File: config.mk
export PLATFORM = sky130hd
export DESIGN_NAME = dsp48a1_mac_ctrl_flat
export DESIGN_NICKNAME = d
export VERILOG_FILES = /design/src/rtl/dsp48a1_pkg.sv /design/src/rtl/dsp48a1_mac_ctrl_if.sv /design/src/rtl/dsp48a1_valid_pipe.sv /design/src/rtl/dsp48a1_mac_ctrl.sv /design/src/flat_wrapper.sv
export SDC_FILE = /design/constraint.sdc
export NUM_CORES = 1
export LEC_CHECK = 0
export CAP_MARGIN = 20
export CELL_PAD_IN_SITES_DETAIL_PLACEMENT = 2
export CELL_PAD_IN_SITES_GLOBAL_PLACEMENT = 2
export CORE_MARGIN = 2
export CORE_UTILIZATION = 24
export CTS_CLUSTER_SIZE = 10
export DETAILED_ROUTE_END_ITERATION = 6
export HOLD_SLACK_MARGIN = 0.1
export PLACE_DENSITY = 0.92
export SYNTH_ARGS = -nofsm -noshare
export SYNTH_HDL_FRONTEND = slang
export SYNTH_SLANG_ARGS = --single-unit
File: constraint.sdc
create_clock -name CLK -period 3.2 [get_ports CLK]
set_input_delay 0.32 -clock CLK [delete_from_list [all_inputs] [get_ports CLK]]
set_output_delay 0.32 -clock CLK [all_outputs]
set_load 0.01 [all_outputs]
File: src/rtl/dsp48a1_pkg.sv
// rtl/dsp48a1_pkg.sv - shared types and constants for the DSP48A1 MAC controller
//
// Purpose: FSM state encoding, slice OPMODE values and the controller's
// pipeline depth. Imported by the controller, its valid pipe and the bench.
// Ports: none (package).
package dsp48a1_pkg;

  typedef enum logic [1:0] {
    IDLE,
    STREAM,
    DRAIN,
    DONE
  } state_t;

  // OPMODE: X mux = M (bits 1:0 = 01), Z mux = 0 or P (bits 3:2 = 00 / 10).
  localparam logic [7:0] OPM_MUL = 8'h01;  // P = M
  localparam logic [7:0] OPM_MAC = 8'h09;  // P = P + M

  // Operand handshake to valid P output: A1/B1 reg, M reg, P reg.
  localparam int MAC_LAT = 3;

endpackage

File: src/rtl/dsp48a1_mac_ctrl_if.sv
// rtl/dsp48a1_mac_ctrl_if.sv - job, operand and result handshakes of the MAC controller
//
// Purpose: bundles the three valid/ready channels of dsp48a1_mac_ctrl.
// Ports (signals):
//   start_valid/start_ready/start_len  job request, start_len operand pairs
//   op_valid/op_ready/op_a/op_b        18-bit signed operand pair stream
//   res_valid/res_ready/res_data       48-bit accumulated result
// Modports: master drives requests and operands, slave is the controller.
interface dsp48a1_mac_ctrl_if #(
  parameter int LEN_W = 10
);
  logic             start_valid;
  logic             start_ready;
  logic [LEN_W-1:0] start_len;
  logic             op_valid;
  logic             op_ready;
  logic [17:0]      op_a;
  logic [17:0]      op_b;
  logic             res_valid;
  logic             res_ready;
  logic [47:0]      res_data;

  modport master (
    output start_valid, start_len, op_valid, op_a, op_b, res_ready,
    input  start_ready, op_ready, res_valid, res_data
  );

  modport slave (
    input  start_valid, start_len, op_valid, op_a, op_b, res_ready,
    output start_ready, op_ready, res_valid, res_data
  );
endinterface

File: src/rtl/dsp48a1_valid_pipe.sv
// rtl/dsp48a1_valid_pipe.sv - element valid pipeline generating the slice clock enables
//
// Purpose: tracks which slice stage holds a live element so that bubbles in
// the operand stream leave the slice registers untouched.
// Ports:
//   clk, rst          clock, synchronous active-high reset
//   in_valid          operand handshake this cycle (A1/B1 load)
//   in_first          the handshaking element is the first of its job
//   cem, ceopmode     element in the M / OPMODE register stage
//   mul_sel           that element is first: load OPM_MUL instead of OPM_MAC
//   cep               element in the P register stage
//   p_valid           P register holds the element's result
module dsp48a1_valid_pipe
  import dsp48a1_pkg::*;
(
  input  logic clk,
  input  logic rst,
  input  logic in_valid,
  input  logic in_first,
  output logic cem,
  output logic ceopmode,
  output logic mul_sel,
  output logic cep,
  output logic p_valid
);

  logic [MAC_LAT-1:0] vld;
  // The first flag is only consumed where OPMODE is loaded, so it is
  // carried one stage alongside the valid bit.
  logic               first_q;

  always_ff @(posedge clk) begin
    if (rst) begin
      vld     <= '0;
      first_q <= 1'b0;
    end else begin
      vld     <= {vld[MAC_LAT-2:0], in_valid};
      first_q <= in_valid && in_first;
    end
  end

  assign cem      = vld[0];
  assign ceopmode = vld[0];
  assign mul_sel  = first_q;
  assign cep      = vld[MAC_LAT-2];
  assign p_valid  = vld[MAC_LAT-1];

endmodule

File: src/rtl/dsp48a1_mac_ctrl.sv
// rtl/dsp48a1_mac_ctrl.sv - dot-product job controller for one DSP48A1 slice
//
// Purpose: accepts a job of start_len operand pairs, streams them into a
// DSP48A1 (A1REG/B1REG/MREG/OPMODEREG/PREG = 1) and returns sum(a*b) mod 2^48.
// Ports:
//   CLK, RST                           clock, synchronous active-high reset
//   bus (slave)                        start / op / res handshakes
//   dsp_a, dsp_b                       slice A and B inputs
//   dsp_opmode                         slice OPMODE input
//   dsp_cea/ceb/cem/ceopmode/cep       slice clock enables
//   dsp_p                              slice P output
module dsp48a1_mac_ctrl
  import dsp48a1_pkg::*;
#(
  parameter int LEN_W = 10
) (
  input  logic              CLK,
  input  logic              RST,
  dsp48a1_mac_ctrl_if.slave bus,
  output logic [17:0]       dsp_a,
  output logic [17:0]       dsp_b,
  output logic [7:0]        dsp_opmode,
  output logic              dsp_cea,
  output logic              dsp_ceb,
  output logic              dsp_cem,
  output logic              dsp_ceopmode,
  output logic              dsp_cep,
  input  logic [47:0]       dsp_p
);

  state_t           state;
  logic [LEN_W-1:0] cnt;
  logic             first_pending;
  logic [47:0]      res_q;

  logic op_fire;
  logic cem;
  logic ceopmode;
  logic mul_sel;
  logic cep;
  logic p_valid;

  // Ready/valid are gated by RST so they read 0 while reset is held.
  assign bus.start_ready = (state == IDLE)   && !RST;
  assign bus.op_ready    = (state == STREAM) && !RST;
  assign bus.res_valid   = (state == DONE)   && !RST;
  assign op_fire         = bus.op_valid && bus.op_ready;

  // P of the last element becomes valid in the first DONE cycle; present it
  // directly then and serve the captured copy for the rest of DONE.
  assign bus.res_data = (bus.res_valid && p_valid) ? dsp_p : res_q;

  dsp48a1_valid_pipe u_valid_pipe (
    .clk      (CLK),
    .rst      (RST),
    .in_valid (op_fire),
    .in_first (first_pending),
    .cem      (cem),
    .ceopmode (ceopmode),
    .mul_sel  (mul_sel),
    .cep      (cep),
    .p_valid  (p_valid)
  );

  always_ff @(posedge CLK) begin
    if (RST) begin
      state         <= IDLE;
      cnt           <= '0;
      first_pending <= 1'b0;
      res_q         <= '0;
    end else begin
      case (state)
        IDLE: begin
          if (bus.start_valid) begin
            if (bus.start_len != '0) begin
              cnt           <= bus.start_len;
              first_pending <= 1'b1;
              state         <= STREAM;
            end else begin
              res_q <= '0;
              state <= DONE;
            end
          end
        end
        STREAM: begin
          if (bus.op_valid) begin
            cnt           <= cnt - LEN_W'(1);
            first_pending <= 1'b0;
            if (cnt == LEN_W'(1)) state <= DRAIN;
          end
        end
        DRAIN: begin
          // Only the tail of the job is in flight here; once the last
          // element sits in the P stage alone, P is valid next cycle.
          if (cep && !cem) state <= DONE;
        end
        DONE: begin
          if (p_valid) res_q <= dsp_p;
          if (bus.res_ready) state <= IDLE;
        end
        default: state <= IDLE;
      endcase
    end
  end

  always_comb begin
    dsp_a        = '0;
    dsp_b        = '0;
    dsp_opmode   = 8'h00;
    dsp_cea      = op_fire;
    dsp_ceb      = op_fire;
    dsp_cem      = cem;
    dsp_ceopmode = ceopmode;
    dsp_cep      = cep;
    if (op_fire) begin
      dsp_a = bus.op_a;
      dsp_b = bus.op_b;
    end
    // The first element overwrites P, so stale slice contents never leak.
    if (ceopmode) dsp_opmode = mul_sel ? OPM_MUL : OPM_MAC;
  end

endmodule

File: src/flat_wrapper.sv
// flat-port wrapper written by rule: the top's interface ports become plain ports
module dsp48a1_mac_ctrl_flat import dsp48a1_pkg::*;
#(
  parameter int LEN_W = 10
)
  (CLK, RST, dsp_a, dsp_b, dsp_opmode, dsp_cea, dsp_ceb, dsp_cem, dsp_ceopmode, dsp_cep, dsp_p, bus_start_valid, bus_start_len, bus_op_valid, bus_op_a, bus_op_b, bus_res_ready, bus_start_ready, bus_op_ready, bus_res_valid, bus_res_data);
  dsp48a1_mac_ctrl_if #(.LEN_W(LEN_W)) bus_i ();
  input  logic CLK;
  input  logic RST;
  output logic [17:0] dsp_a;
  output logic [17:0] dsp_b;
  output logic [7:0] dsp_opmode;
  output logic dsp_cea;
  output logic dsp_ceb;
  output logic dsp_cem;
  output logic dsp_ceopmode;
  output logic dsp_cep;
  input  logic [47:0] dsp_p;
  input wire logic [$bits(bus_i.start_valid)-1:0] bus_start_valid;
  input wire logic [$bits(bus_i.start_len)-1:0] bus_start_len;
  input wire logic [$bits(bus_i.op_valid)-1:0] bus_op_valid;
  input wire logic [$bits(bus_i.op_a)-1:0] bus_op_a;
  input wire logic [$bits(bus_i.op_b)-1:0] bus_op_b;
  input wire logic [$bits(bus_i.res_ready)-1:0] bus_res_ready;
  output wire logic [$bits(bus_i.start_ready)-1:0] bus_start_ready;
  output wire logic [$bits(bus_i.op_ready)-1:0] bus_op_ready;
  output wire logic [$bits(bus_i.res_valid)-1:0] bus_res_valid;
  output wire logic [$bits(bus_i.res_data)-1:0] bus_res_data;
  assign bus_i.start_valid = bus_start_valid;
  assign bus_i.start_len = bus_start_len;
  assign bus_i.op_valid = bus_op_valid;
  assign bus_i.op_a = bus_op_a;
  assign bus_i.op_b = bus_op_b;
  assign bus_i.res_ready = bus_res_ready;
  assign bus_start_ready = bus_i.start_ready;
  assign bus_op_ready = bus_i.op_ready;
  assign bus_res_valid = bus_i.res_valid;
  assign bus_res_data = bus_i.res_data;
  dsp48a1_mac_ctrl #(.LEN_W(LEN_W)) u_core (.CLK(CLK), .RST(RST), .bus(bus_i), .dsp_a(dsp_a), .dsp_b(dsp_b), .dsp_opmode(dsp_opmode), .dsp_cea(dsp_cea), .dsp_ceb(dsp_ceb), .dsp_cem(dsp_cem), .dsp_ceopmode(dsp_ceopmode), .dsp_cep(dsp_cep), .dsp_p(dsp_p));
endmodule
# After elaboration in Yosys (flattened, before gate mapping)

Index checks and enable logic that the tools add are counted.

$add $sub $neg: 1
Reduce and logical (&&, ||, !) cells: 16
Eq/ne operators: 12
Muxes and demuxes: 24

Operator list:

| operator                                                               | number |
|---|---|
| 48-bit two-way mux                                                     | 4 |
| 48-bit case mux with 2 select lines                                    | 1 |
| 18-bit two-way mux                                                     | 2 |
| 10-bit two-way mux                                                     | 3 |
| 10-bit case mux with 2 select lines                                    | 1 |
| 2-bit != test, second input constant                                   | 7 |
| 2-bit two-way mux                                                      | 6 |
| 10-bit by 1-bit equality test with 1-bit output, second input constant | 1 |
| 10-bit nonzero test                                                    | 1 |
| 10-bit by 1-bit subtractor with 10-bit output, second input constant   | 1 |
| 8-bit two-way mux                                                      | 1 |
| 2-bit case mux with 4 select lines                                     | 1 |
| 4-bit AND reduction                                                    | 2 |
| 1-bit logical AND                                                      | 7 |
| 5-bit AND reduction                                                    | 1 |
| 2-bit equality test, second input constant                             | 2 |
| 4-bit two-way mux                                                      | 1 |
| 2-bit nonzero test                                                     | 2 |
| 1-bit two-way mux                                                      | 3 |
| 2-bit by 1-bit equality test with 1-bit output, second input constant  | 1 |
| 1-bit zero test                                                        | 2 |
| 2-bit zero test                                                        | 1 |
| 2-bit by 1-bit != test with 1-bit output, second input constant        | 1 |
| 1-bit case mux with 2 select lines                                     | 1 |

Output and inout port bits: 100
Word-level logic and storage cells: 59
Register bits: 65
Input bits: 99

# Logic depth before layout (Yosys ltp)

Gate-level depths: netlist of run 1.

Depth after elaboration: 4
Mapped depth: 9
Gate-level depth less buffers: 6

# Cells and area by module

A second synthesis of run 1 with hierarchy kept.

Cells, all modules: 471
Area, all modules: 4161.5 um^2

By module, submodules not included:

| module             | sequential area each (um^2) | cells an instance | instances | area an instance (um^2) |
|---|---|---|---|---|
| dsp48a1_mac_ctrl   | 1221.2                      | 462               | 1         | 4046.4 |
| dsp48a1_valid_pipe | 80.1                        | 9                 | 1         | 115.1 |

# Worst setup path before layout of run 1

OpenSTA, ideal clock, no wires.

Path type: register to output
From: reg u_core.state[0]
To: out bus_res_data[27]
Slack: 1.202 ns
Data arrival time: 1.678 ns
Stages on the path, launching flop included: 8
Path through: dfxtp_1 -> ha_1 -> and2_1 -> clkbuf_1 -> nand2_1 -> buf_2 -> buf_2 -> mux2_1

Longest elaborated chain between the ends: 4

Ends and longest elaborated chain:

| element                  | line                   | RTL |
|---|---|---|
| start: declaration       | dsp48a1_mac_ctrl.sv:31 | `state_t state;` |
| start signal: assignment | dsp48a1_mac_ctrl.sv:67 | `state <= IDLE;` |
| start signal: assignment | dsp48a1_mac_ctrl.sv:78 | `state <= STREAM;` |
| start signal: assignment | dsp48a1_mac_ctrl.sv:81 | `state <= DONE;` |
| 2-bit equality test      | dsp48a1_mac_ctrl.sv:46 | `assign bus.res_valid = (state == DONE) && !RST;` |
| 1-bit logical AND        | dsp48a1_mac_ctrl.sv:46 |  |
| 1-bit logical AND        | dsp48a1_mac_ctrl.sv:51 | `assign bus.res_data = (bus.res_valid && p_valid) ? dsp_p : res_q;` |
| 48-bit two-way mux       | dsp48a1_mac_ctrl.sv:51 |  |
| end: declaration         | flat_wrapper.sv:28     | `output wire logic [$bits(bus_i.res_data)-1:0] bus_res_data;` |

No other way between the ends.

# Worst setup path after layout of run 1

From: reg u_core.state[0]
To: out bus_res_data[18]

Same word-level chain as after synthesis.

==> results of run 1 <==
## report_power, final
part	internal (µW)	switching (µW)	total (µW)
Combinational	588	1040	1630
Clock	682	396	1080
Sequential	888	80.6	968
Total	2160	1520	3680
## registers in the layout, indices dropped and copies added, names as in the netlist
name / cells
u_core.res_q: 48
u_core.cnt: 10
u_core.u_valid_pipe.vld: 3
u_core.state: 2
u_core.first_pending: 1
u_core.u_valid_pipe.mul_sel: 1
## cell type report
class,instances,share of cell area [%]
multi-input cells,388,39.30
repair buffers,202,30.76
flip-flops and latches,65,19.97
well taps,225,4.320
clock buffers,9,3.456
clock inverters,7,1.459
inverters,12,0.7296
## per-stage QoR
| stage | util, % | std cells | cell area [µm²] | hold slack [ps] | power, µW |
|---|---|---|---|---|---|
| 6_report | 38.20 | 908 | 6516 | 492.3 | 3678 |
| 5_1_grt | 38.20 | 908 | 6516 | 498.7 | 3918 |
| 4_1_cts | 38.19 | 908 | 6514 | 484.2 | 3726 |
| 3_5_place_dp | 36.31 | 892 | 6193 | 485.0 | 2621 |
| 3_3_place_gp | 36.31 | 892 | 6193 | 466.9 | 2515 |
| 2_1_floorplan | - | 522 | 4161 | 451.1 | 1977 |
## what timing repair did
item | 4_1_cts | 5_1_grt
setup endpoints to repair | 0 | 1
buffers inserted | 0 | 0
resized for setup | 0 | 1
## routing by layer
layer	up-vias	global-route usage, %	wire [µm]
met5	-	0	0
met4	0	4.572	161
met3	10	4.676	1096
met2	157	36.10	9182
met1	2290	21.25	7105
li1	2193	-	-
## cell usage after synthesis, types with 2 or more instances
cell type	instances	share of area (%)
inv_1	9	0.82
a21oi_1	9	1.1
ha_1	7	2.1
nor2_1	14	1.3
buf_2	10	1.2
a41oi_1	2	0.42
o311ai_1	2	0.42
a41o_1	2	0.48
nor3_1	4	0.48
o21a_1	2	0.36
o2bb2ai_1	2	0.42
and2_1	38	5.7
nand2_1	51	4.6
dfxtp_1	65	31
o21ai_0	2	0.24
mux2_1	22	6.0
mux2_2	28	7.6
a31oi_1	48	7.2
nand3_1	96	12
clkbuf_1	30	2.7
nor2b_1	5	0.76
or4_1	3	0.54
o31ai_1	5	0.91
o211ai_1	3	0.54
inv_2	2	0.18
nor4_1	5	0.76
buf_1	6	0.54
a31o_1	2	0.42
buf_4	9	1.6
nand4_1	4	0.60
## cells by family after synthesis
logic type / after synthesis / share of synthesized area (%)
adders and majority gates: 7 / 2.114
AOI/OAI and AO/OA: 95 / 16.34
muxes: 51 / 13.83
and+or+nand+nor: 229 / 28.36
buffers and inverters: 69 / 7.853
DFF: 65 / 31.41
other: 1 / 0.09052
## worst max-delay path by stage
| stage | cells past startpoint | endpoint | from |
|---|---|---|---|
| 2_1_floorplan | 7 | bus_res_data[27] | u_core.state[0] |
| 3_3_place_gp | 7 | dsp_b[8] | u_core.state[1] |
| 3_5_place_dp | 7 | dsp_b[2] | u_core.state[1] |
| 4_1_cts | 7 | dsp_b[2] | u_core.state[1] |
| 5_1_grt | 6 | bus_res_data[18] | u_core.state[0] |
| 6_report | 6 | bus_res_data[18] | u_core.state[0] |
==> run_results.csv, run 1 <==
group,metric,value,unit
clock_tree,cts_num_sinks,65,
cells_and_area,filler_cell_count,1925,
critical_path,timing_worst_setup_path_type,"reg -> out",
floorplan,placementRows,48,
critical_path,worst-path-max-fanout,46,
drt,dr.pass1.iters,4,
drt,finalWirelength,17550,µm
cells_and_area,multi_input_combinational_cell_area,2561,µm²
timing,worst_slew_margin_rel,47.53,%
pwr,cellLeakagePower,0.002279,µW
timing,final_max_slew_viol_count,0,
clock_tree,cts_made_buffers,9,
timing,fin_crit_sh,93.27,%
cells_and_area,final-seq-area,1301,µm²
floorplan,die-height,135.4,µm
clock_tree,tritoncts_clock_tree,"yes",
clock_tree,max_buffers_root_to_sink,2,
critical_path,worstPathCellList,"ha_1, and2_2, nand2_2, buf_4, mux2_2, clkdlybuf4s50_1",
yosys,ys_dominant_reg_cell,"dfxtp_1",
yosys,yosysWarnings,0,
yosys,synthesized_instance_count,517,
yosys,synth_async_sr_flop_share,0,%
critical_path,timing.critical_path.slowest_cell_delay,530,ps
global_routing,antenna_found_initial,0,
timing,setup_viol,0,
drt,detail_route.wl_per_cell,19.32,µm
cells_and_area,layout_commonest_cell,"clkdlybuf4s50_1",
drt,dr.first_iter.drc_count,156,
placed_design,placer_congestion,0.7798,
cells_and_area,design.final.nets,784,
timing,clock_tree_skew_after_final_layout,6.900,ps
yosys,synth_area,4143,µm²
clock_tree,h-tree-depth,3,
critical_path,startpoint_type,"register",
yosys,postSynthRegisterBits,65,
floorplan,die-width,135.4,µm
floorplan,initial_utilization,24.29,%
drt,drc,0,
yosys,syn_area_per_cell,8.013,µm²
yosys,synth_seq_area_share,31.41,%
critical_path,crit_path_top_delay_cell,"buf_4",
global_routing,overflow,0,
yosys,synth_enable_flop_cells,0,
global_routing,grt_first_pass_wirelength,27680,µm
critical_path,timing.rr.end,"u_core.res_q[47]",
placed_design,hpwlAfterDp,12500,µm
job,maxCapViolations,0,
pwr,power_density,564.4,nW/µm²
global_routing,pin_count_of_the_biggest_net_entering_global_routing,68,
critical_path,r2r_slack,760,ps
run_status,outcome,"finished clean",
cells_and_area,antenna_cells,0,
cells_and_area,layout.cells.most_common_list,"191 x clkdlybuf4s50_1, 96 x nand3_1, 65 x dfxtp_1, 50 x nand2_1, 48 x a31oi_1",
hold_path,worstHoldPathType,"reg -> reg",
timing,rsz0062_at_grt,"false",
critical_path,crit_required,2880,ps
cells_and_area,post_route_cells_drive_above_1_share,10.25,%
clock_tree,ctsHoldBuffers,0,
floorplan,ioPinCount,199,
clock_tree,clk_lat_worst_skew,330,ps
critical_path,kind_of_end_point_of_the_critical_path,"primary output",
global_routing,global_route.usage.total,19.03,%
timing,setup_slack,215.2,ps
placed_design,place_ws,523.2,ps
critical_path,worst-endpoint-arrival,2660,ps
drt,via_to_cell_ratio,5.121,
placed_design,port_buffers,192,
drt,drt.antenna.violating_nets,0,
timing,min_period,2985,ps
hold_path,number_of_cells_on_the_worst_hold_path,1,
pwr,ir_worst_vdd,217.0,µV
critical_path,worst_r2r_startpoint,"u_core.state[0]",
global_routing,via_count_of_the_first_global_routing_pass,5181,
critical_path,ff2ff_path_depth,7,
timing,tightest_slew,787.1,ps
timing,fin_tns_setup,0,ps
timing,hold_fails_final_rpt,0,
floorplan,core_area,17060,µm²
critical_path,cp_top_family,"buffers and inverters",
hold_path,hp-start,"u_core.u_valid_pipe.vld[1]",
cells_and_area,area_delta_synth_final,57.29,%
timing,maxClockFrequency,0.3350,GHz
clock_tree,cts_root_buffer,"clkbuf_16",
drt,num_vias,4650,
yosys,synth_cell_types,60,
floorplan,design.die.area,18330,µm²
critical_path,critical_path_buf_inv_count,2,
hold_path,worst_hold_path.endpoint,"u_core.u_valid_pipe.vld[2]",
clock_tree,path_clk_slew,60,ps
(Power assumes the default switching activity.)
==> run 2, diff against run 1 <==
Settings changed: CTS_CLUSTER_DIAMETER from default to 150.
==> results of run 2 <==
Final layout, timing and power as in run 1 (identical DEF).
